## src/rtl/vanilla_exe_bubble_profiler.sv

```systemverilog
// EXE-stage bubble classifier for the vanilla core profiler: tags each EXE bubble with a cause, blame PC and slot.
// Optional per-cause saturating counters are built when VANILLA_BUBBLE_PROFILER_COUNTERS_EN is defined.
module vanilla_exe_bubble_profiler #(
  parameter int pc_width_p         = 32,
  parameter int data_width_p       = 32,
  parameter int issue_width_p      = 2,
  parameter int num_dep_classes_p  = 7,
  parameter int num_stall_causes_p = 16,
  parameter int counter_width_p    = 32,
  localparam int num_types_lp  = 4 + num_dep_classes_p + num_stall_causes_p,
  localparam int type_width_lp = (num_types_lp > 1) ? $clog2(num_types_lp) : 1,
  localparam int slot_width_lp = (issue_width_p > 1) ? $clog2(issue_width_p) : 1
) (
  input  logic                                         clk_i,
  input  logic                                         reset_i,
  input  logic [data_width_p-1:0]                      if_pc_i,
  input  logic [data_width_p-1:0]                      id_pc_i,
  input  logic [data_width_p-1:0]                      exe_pc_i,
  input  logic                                         stall_all_i,
  input  logic                                         icache_miss_i,
  input  logic                                         icache_miss_in_pipe_i,
  input  logic                                         branch_mispredict_i,
  input  logic                                         jalr_mispredict_i,
  input  logic                                         stall_depend_long_op_i,
  input  logic [issue_width_p*num_dep_classes_p-1:0]   dep_class_i,
  input  logic [num_stall_causes_p-1:0]                stall_cause_i,
  input  logic [type_width_lp-1:0]                     cnt_sel_i,
  input  logic                                         cnt_clear_i,
  output logic [type_width_lp-1:0]                     exe_bubble_type_o,
  output logic [pc_width_p-1:0]                        exe_bubble_pc_o,
  output logic [slot_width_lp-1:0]                     exe_bubble_slot_o,
  output logic [counter_width_p-1:0]                   cnt_o
);

  localparam int D = num_dep_classes_p;

  typedef enum logic [1:0] {ID_NONE, ID_BRANCH, ID_JALR, ID_ICACHE} id_bubble_e;

  localparam logic [type_width_lp-1:0] T_NONE   = type_width_lp'(0);
  localparam logic [type_width_lp-1:0] T_BRANCH = type_width_lp'(1);
  localparam logic [type_width_lp-1:0] T_JALR   = type_width_lp'(2);

  logic [pc_width_p-1:0]    r_miss_pc;
  id_bubble_e               r_id_type, w_id_type;
  logic [pc_width_p-1:0]    r_id_pc, w_id_pc;
  logic [type_width_lp-1:0] r_exe_type, w_exe_type;
  logic [pc_width_p-1:0]    r_exe_pc, w_exe_pc;
  logic [slot_width_lp-1:0] r_exe_slot, w_exe_slot;

  logic [D-1:0]                    w_cls_any;
  logic [D-1:0][slot_width_lp-1:0] w_cls_slot;

  logic [pc_width_p-1:0] w_exe_pc_t, w_id_pc_t, w_if_pc_t;
  assign w_exe_pc_t = exe_pc_i[pc_width_p-1:0];
  assign w_id_pc_t  = id_pc_i[pc_width_p-1:0];
  assign w_if_pc_t  = if_pc_i[pc_width_p-1:0];

  // Miss PC tracks the IF fetch that missed, even while the pipe is frozen.
  always_ff @(posedge clk_i or posedge reset_i) begin
    if (reset_i)            r_miss_pc <= '0;
    else if (icache_miss_i) r_miss_pc <= w_if_pc_t;
  end

  always_comb begin
    w_id_type = ID_NONE;
    w_id_pc   = '0;
    if (branch_mispredict_i) begin
      w_id_type = ID_BRANCH;
      w_id_pc   = w_exe_pc_t;
    end else if (jalr_mispredict_i) begin
      w_id_type = ID_JALR;
      w_id_pc   = w_exe_pc_t;
    end else if (icache_miss_in_pipe_i) begin
      w_id_type = ID_ICACHE;
      w_id_pc   = r_miss_pc;
    end
  end

  // Per class: any slot hit, and the lowest slot that hit.
  always_comb begin
    w_cls_any  = '0;
    w_cls_slot = '0;
    for (int c = 0; c < D; c++) begin
      for (int s = issue_width_p - 1; s >= 0; s--) begin
        if (dep_class_i[s*D + c]) begin
          w_cls_any[c]  = 1'b1;
          w_cls_slot[c] = slot_width_lp'(s);
        end
      end
    end
  end

  always_comb begin
    w_exe_type = T_NONE;
    w_exe_pc   = '0;
    w_exe_slot = '0;
    if (branch_mispredict_i) begin
      w_exe_type = T_BRANCH;
      w_exe_pc   = w_exe_pc_t;
    end else if (jalr_mispredict_i) begin
      w_exe_type = T_JALR;
      w_exe_pc   = w_exe_pc_t;
    end else if (r_id_type != ID_NONE) begin
      w_exe_type = type_width_lp'(r_id_type);
      w_exe_pc   = r_id_pc;
    end else if (stall_depend_long_op_i && |w_cls_any) begin
      w_exe_pc = w_id_pc_t;
      for (int c = D - 1; c >= 0; c--) begin
        if (w_cls_any[c]) begin
          w_exe_type = type_width_lp'(4 + c);
          w_exe_slot = w_cls_slot[c];
        end
      end
    end else if (|stall_cause_i) begin
      w_exe_pc = w_id_pc_t;
      for (int k = num_stall_causes_p - 1; k >= 0; k--) begin
        if (stall_cause_i[k]) w_exe_type = type_width_lp'(4 + D + k);
      end
    end
  end

  always_ff @(posedge clk_i or posedge reset_i) begin
    if (reset_i) begin
      r_id_type  <= ID_NONE;
      r_id_pc    <= '0;
      r_exe_type <= '0;
      r_exe_pc   <= '0;
      r_exe_slot <= '0;
    end else if (!stall_all_i) begin
      r_id_type  <= w_id_type;
      r_id_pc    <= w_id_pc;
      r_exe_type <= w_exe_type;
      r_exe_pc   <= w_exe_pc;
      r_exe_slot <= w_exe_slot;
    end
  end

  assign exe_bubble_type_o = r_exe_type;
  assign exe_bubble_pc_o   = r_exe_pc;
  assign exe_bubble_slot_o = r_exe_slot;

`ifdef VANILLA_BUBBLE_PROFILER_COUNTERS_EN
  logic [counter_width_p-1:0] r_cnt [num_types_lp];

  // Clear wins over a same-cycle increment; counters stick at all-ones.
  always_ff @(posedge clk_i or posedge reset_i) begin
    if (reset_i) begin
      for (int t = 0; t < num_types_lp; t++) r_cnt[t] <= '0;
    end else if (cnt_clear_i) begin
      for (int t = 0; t < num_types_lp; t++) r_cnt[t] <= '0;
    end else if (!stall_all_i) begin
      for (int t = 0; t < num_types_lp; t++) begin
        if (w_exe_type == type_width_lp'(t) && r_cnt[t] != '1)
          r_cnt[t] <= r_cnt[t] + counter_width_p'(1);
      end
    end
  end

  always_comb begin
    cnt_o = '0;
    for (int t = 0; t < num_types_lp; t++) begin
      if (cnt_sel_i == type_width_lp'(t)) cnt_o = r_cnt[t];
    end
  end
`else
  logic w_unused_cnt;
  assign w_unused_cnt = ^{cnt_sel_i, cnt_clear_i};
  assign cnt_o = '0;
`endif

  logic w_unused_pc;
  assign w_unused_pc = ^{if_pc_i, id_pc_i, exe_pc_i};

endmodule

```

## config.mk

```make
export PLATFORM = sky130hd
export DESIGN_NAME = vanilla_exe_bubble_profiler
export DESIGN_NICKNAME = d
export VERILOG_FILES = /design/src/rtl/vanilla_exe_bubble_profiler.sv
export SDC_FILE = /design/constraint.sdc
export NUM_CORES = 1
export LEC_CHECK = 0
export ABC_AREA = 0
export BUFFER_PORTS_ARGS = -buffer_cell sky130_fd_sc_hd__buf_2
export CAP_MARGIN = 20
export CORE_ASPECT_RATIO = 0.9
export CORE_MARGIN = 2
export CORE_UTILIZATION = 52
export DETAILED_ROUTE_END_ITERATION = 8
export GPL_TIMING_DRIVEN = 0
export PLACE_DENSITY = 0.85
export SLEW_MARGIN = 10
export SYNTH_ARGS = -nofsm -noshare
export SYNTH_HDL_FRONTEND = slang
export SYNTH_SLANG_ARGS = --single-unit
export TNS_END_PERCENT = 10
```

## constraint.sdc

```tcl
create_clock -name clk_i -period 7.9 [get_ports clk_i]
set_input_delay 1.975 -clock clk_i [delete_from_list [all_inputs] [get_ports clk_i]]
set_output_delay 1.975 -clock clk_i [all_outputs]
set_load 0.01 [all_outputs]
```

==> results.toml <==
[global_routing]
grt_usage = 0.2607
grt_overflow = 0
grt_pass1_vias = 4610
grt_pass1_wl_um = 21620
antenna_found_initial = 0
grt_start_max_net_pins = 68

[timing]
period_minus_slack_ns = 3.577
tightest_slew_ns = 0.6755
tns_ns = 0
rsz0062_at_grt = "false"
final-max-slew-violation-count = 0
hold_viol = 0
slew_headroom = 0.5497
setup_violations = 0
fin_worst_skew_ns = 0.009065
fin_crit_sh = 0.4528
holdWs_ns = 0.4959
max_freq_mhz = 279.6

[place]
place.gp.congestion = 0.8414
place_inst = 845
io_buffers = 169
hpwl_um = 10160

[setup_path]
worst-setup-path-type = "input pin to flop"
r2r_slack_ns = 6.11
rr_worst_depth = 4
crit_path_start = "stall_all_i"
r2r_start = "r_id_type[1]$_DFFE_PP0N_"
critPathLaunchType = "input pin"
r2r-end = "exe_bubble_pc_o[27]$_DFFE_PP0N_"
required_ns = 8.20
crit_fanout = 10
setup.worst_path.end_class = "flop"
crit_arrival_ns = 3.87

[detailed_routing]
viasPerCell = 5.417
ant_nets = 0
vias = 4664
drc = 0
drt_wl_total_um = 13930
routedWlPerCell_um = 16.18
drt_iter0_markers = 195
drtPass1Iterations = 5

[synth]
ys_ff_latch = 104
synth_edf_count = 0
synth_top_flop_cell = "dfrtp_1"
synth_seq_area_share = 0.5078
ys_warn_count = 0
yosysUniqueCellTypes = 39
syn_area_per_cell_um2 = 9.894
syn_area_mm2 = 0.005125
syn-instance-count = 518
async_reset_ff_frac = 1.000

[clock_network]
clock-sinks = 104
post_cts_buffers = 0
htreeDepth = 3
hold_buffers = 0
cts_tree = "yes"
cts.clk_slew.worst_paths_ns = 0.10
clk-insertion-delay-late_ns = 0.36
cts_root_buffer = "clkbuf_8"
cts_repair_resize_count = 0
numCtsBuffers = 9
clock_path_buffers = 2

[power_and_ir_drop]
peakVddDrop_mv = 0.1259
p_total_mw = 1.182
p_leak_nw = 3.228
power_density_mw_per_mm2 = 182.6

[job]
drv_cap = 0

[final_layout]
fillers = 787
layout.cells.non_filler = 861
diodes = 0
drive_gt1_frac = 0.3129
fin_nets = 870
syn_to_final_growth_pct = 26.32
mostFrequentLayoutCell = "buf_2"
final_cell_mix = "buf_2 (169), nand2_1 (107), dfrtp_1 (104), o21ai_0 (36)"

[worst_hold_path]
min_path_type = "flop to flop"
min-delay-start = "exe_bubble_type_o[3]$_DFFE_PP0N_"
holdPathEnd = "exe_bubble_type_o[3]$_DFFE_PP0N_"
whs_path_depth = 1

[floorplanning]
fp.dieH_um = 98.18
dieArea_mm2 = 0.01067
placementRows = 34
initial_core_util = 0.5331
io-pin-count = 210
coreArea_mm2 = 0.009614
die_x_um = 108.6

[run_status]
run_status = "completed"
[critical path, stage by stage]
cell and delay, ns:
clkbuf_1 0.36, clkbuf_1 0.40, clkbuf_1 0.43, clkbuf_1 0.48, nand2_1 0.12, o21ai_1 0.10
[flip-flops by register name, summed over array words and instances, names as in the netlist]
| register | count |
|---|---|
| exe_bubble_pc_o | 32 |
| exe_bubble_slot_o | 1 |
| exe_bubble_type_o | 5 |
| r_id_pc | 32 |
| r_id_type | 2 |
| r_miss_pc | 32 |
[area by class of cell]
cell class,instances,area (um2),area share
plain buffers,65,386.6,0.05972
clock buffers,12,165.2,0.02551
clock inverters,4,33.78,0.005218
inverters,9,36.28,0.005605
multi-input cells,371,2218,0.3427
flip-flops and latches,104,2603,0.4020
well taps,126,157.7,0.02435
repair buffers,170,873.3,0.1349
[how the worst max path moves through the flow]
stage	to	slack [ns]	depth (start not counted)
3_3_place_gp	exe_bubble_pc_o[27]$_DFFE_PP0N_	2.05	2
6_report	r_id_pc[29]$_DFFE_PP0N_	4.32	6
3_5_place_dp	r_id_pc[29]$_DFFE_PP0N_	3.91	6
4_1_cts	r_id_pc[29]$_DFFE_PP0N_	4.32	6
2_1_floorplan	exe_bubble_pc_o[0]$_DFFE_PP0N_	3.19	1
5_1_grt	r_id_pc[8]$_DFFE_PP0N_	4.10	6
[cells by family (layout without fill, tap and decap cells)]
group	Yosys count	after routing	synth area share
AOI/OAI and AO/OA	159	159	0.2156
buffers and inverters	74	260	0.08203
DFF	104	104	0.5078
muxes	32	32	0.07031
other	1	32	0.0007317
and+or+nand+nor	148	148	0.1235
[per-stage QoR]
stage | instance area [um2] | worst slack (ns) | util
2_1_floorplan | 5241 | 3.193 | -
3_3_place_gp | 6245 | 2.046 | 0.6495
3_5_place_dp | 6275 | 3.914 | 0.6527
4_1_cts | 6474 | 4.322 | 0.6733
5_1_grt | 6474 | 4.097 | 0.6733
6_report | 6474 | 4.323 | 0.6733
[synth_stat cells (4+ instances only)]
master | number | area, um2
a21boi_1 | 32 | 240.2
a21oi_1 | 7 | 35.03
a221o_1 | 32 | 320.3
buf_4 | 32 | 240.2
clkbuf_1 | 27 | 101.4
dfrtp_1 | 104 | 2603
inv_1 | 9 | 33.78
mux2_1 | 30 | 337.8
nand2_1 | 107 | 401.6
nor2_1 | 18 | 67.56
nor2b_1 | 4 | 25.02
nor3_1 | 7 | 35.03
o21ai_0 | 36 | 180.2
o21ai_1 | 32 | 160.2
[layer usage]
metal  vias to the layer above  track usage  share of wire
li1                       2199            -              -
met1                      2230       0.3389           0.42
met2                       227       0.4346           0.49
met3                         8      0.07276          0.089
met4                         0      0.06016         0.0065
met5                         -            0              0
[power breakdown]
part | switching [mW] | internal [mW] | total, mW | leakage (nW)
clock | 0.189 | 0.145 | 0.334 | 0.105
sequential | 0.0323 | 0.588 | 0.621 | 1.27
combinational | 0.122 | 0.106 | 0.228 | 1.85
No activity file was read; power rests on OpenSTA's default activity.
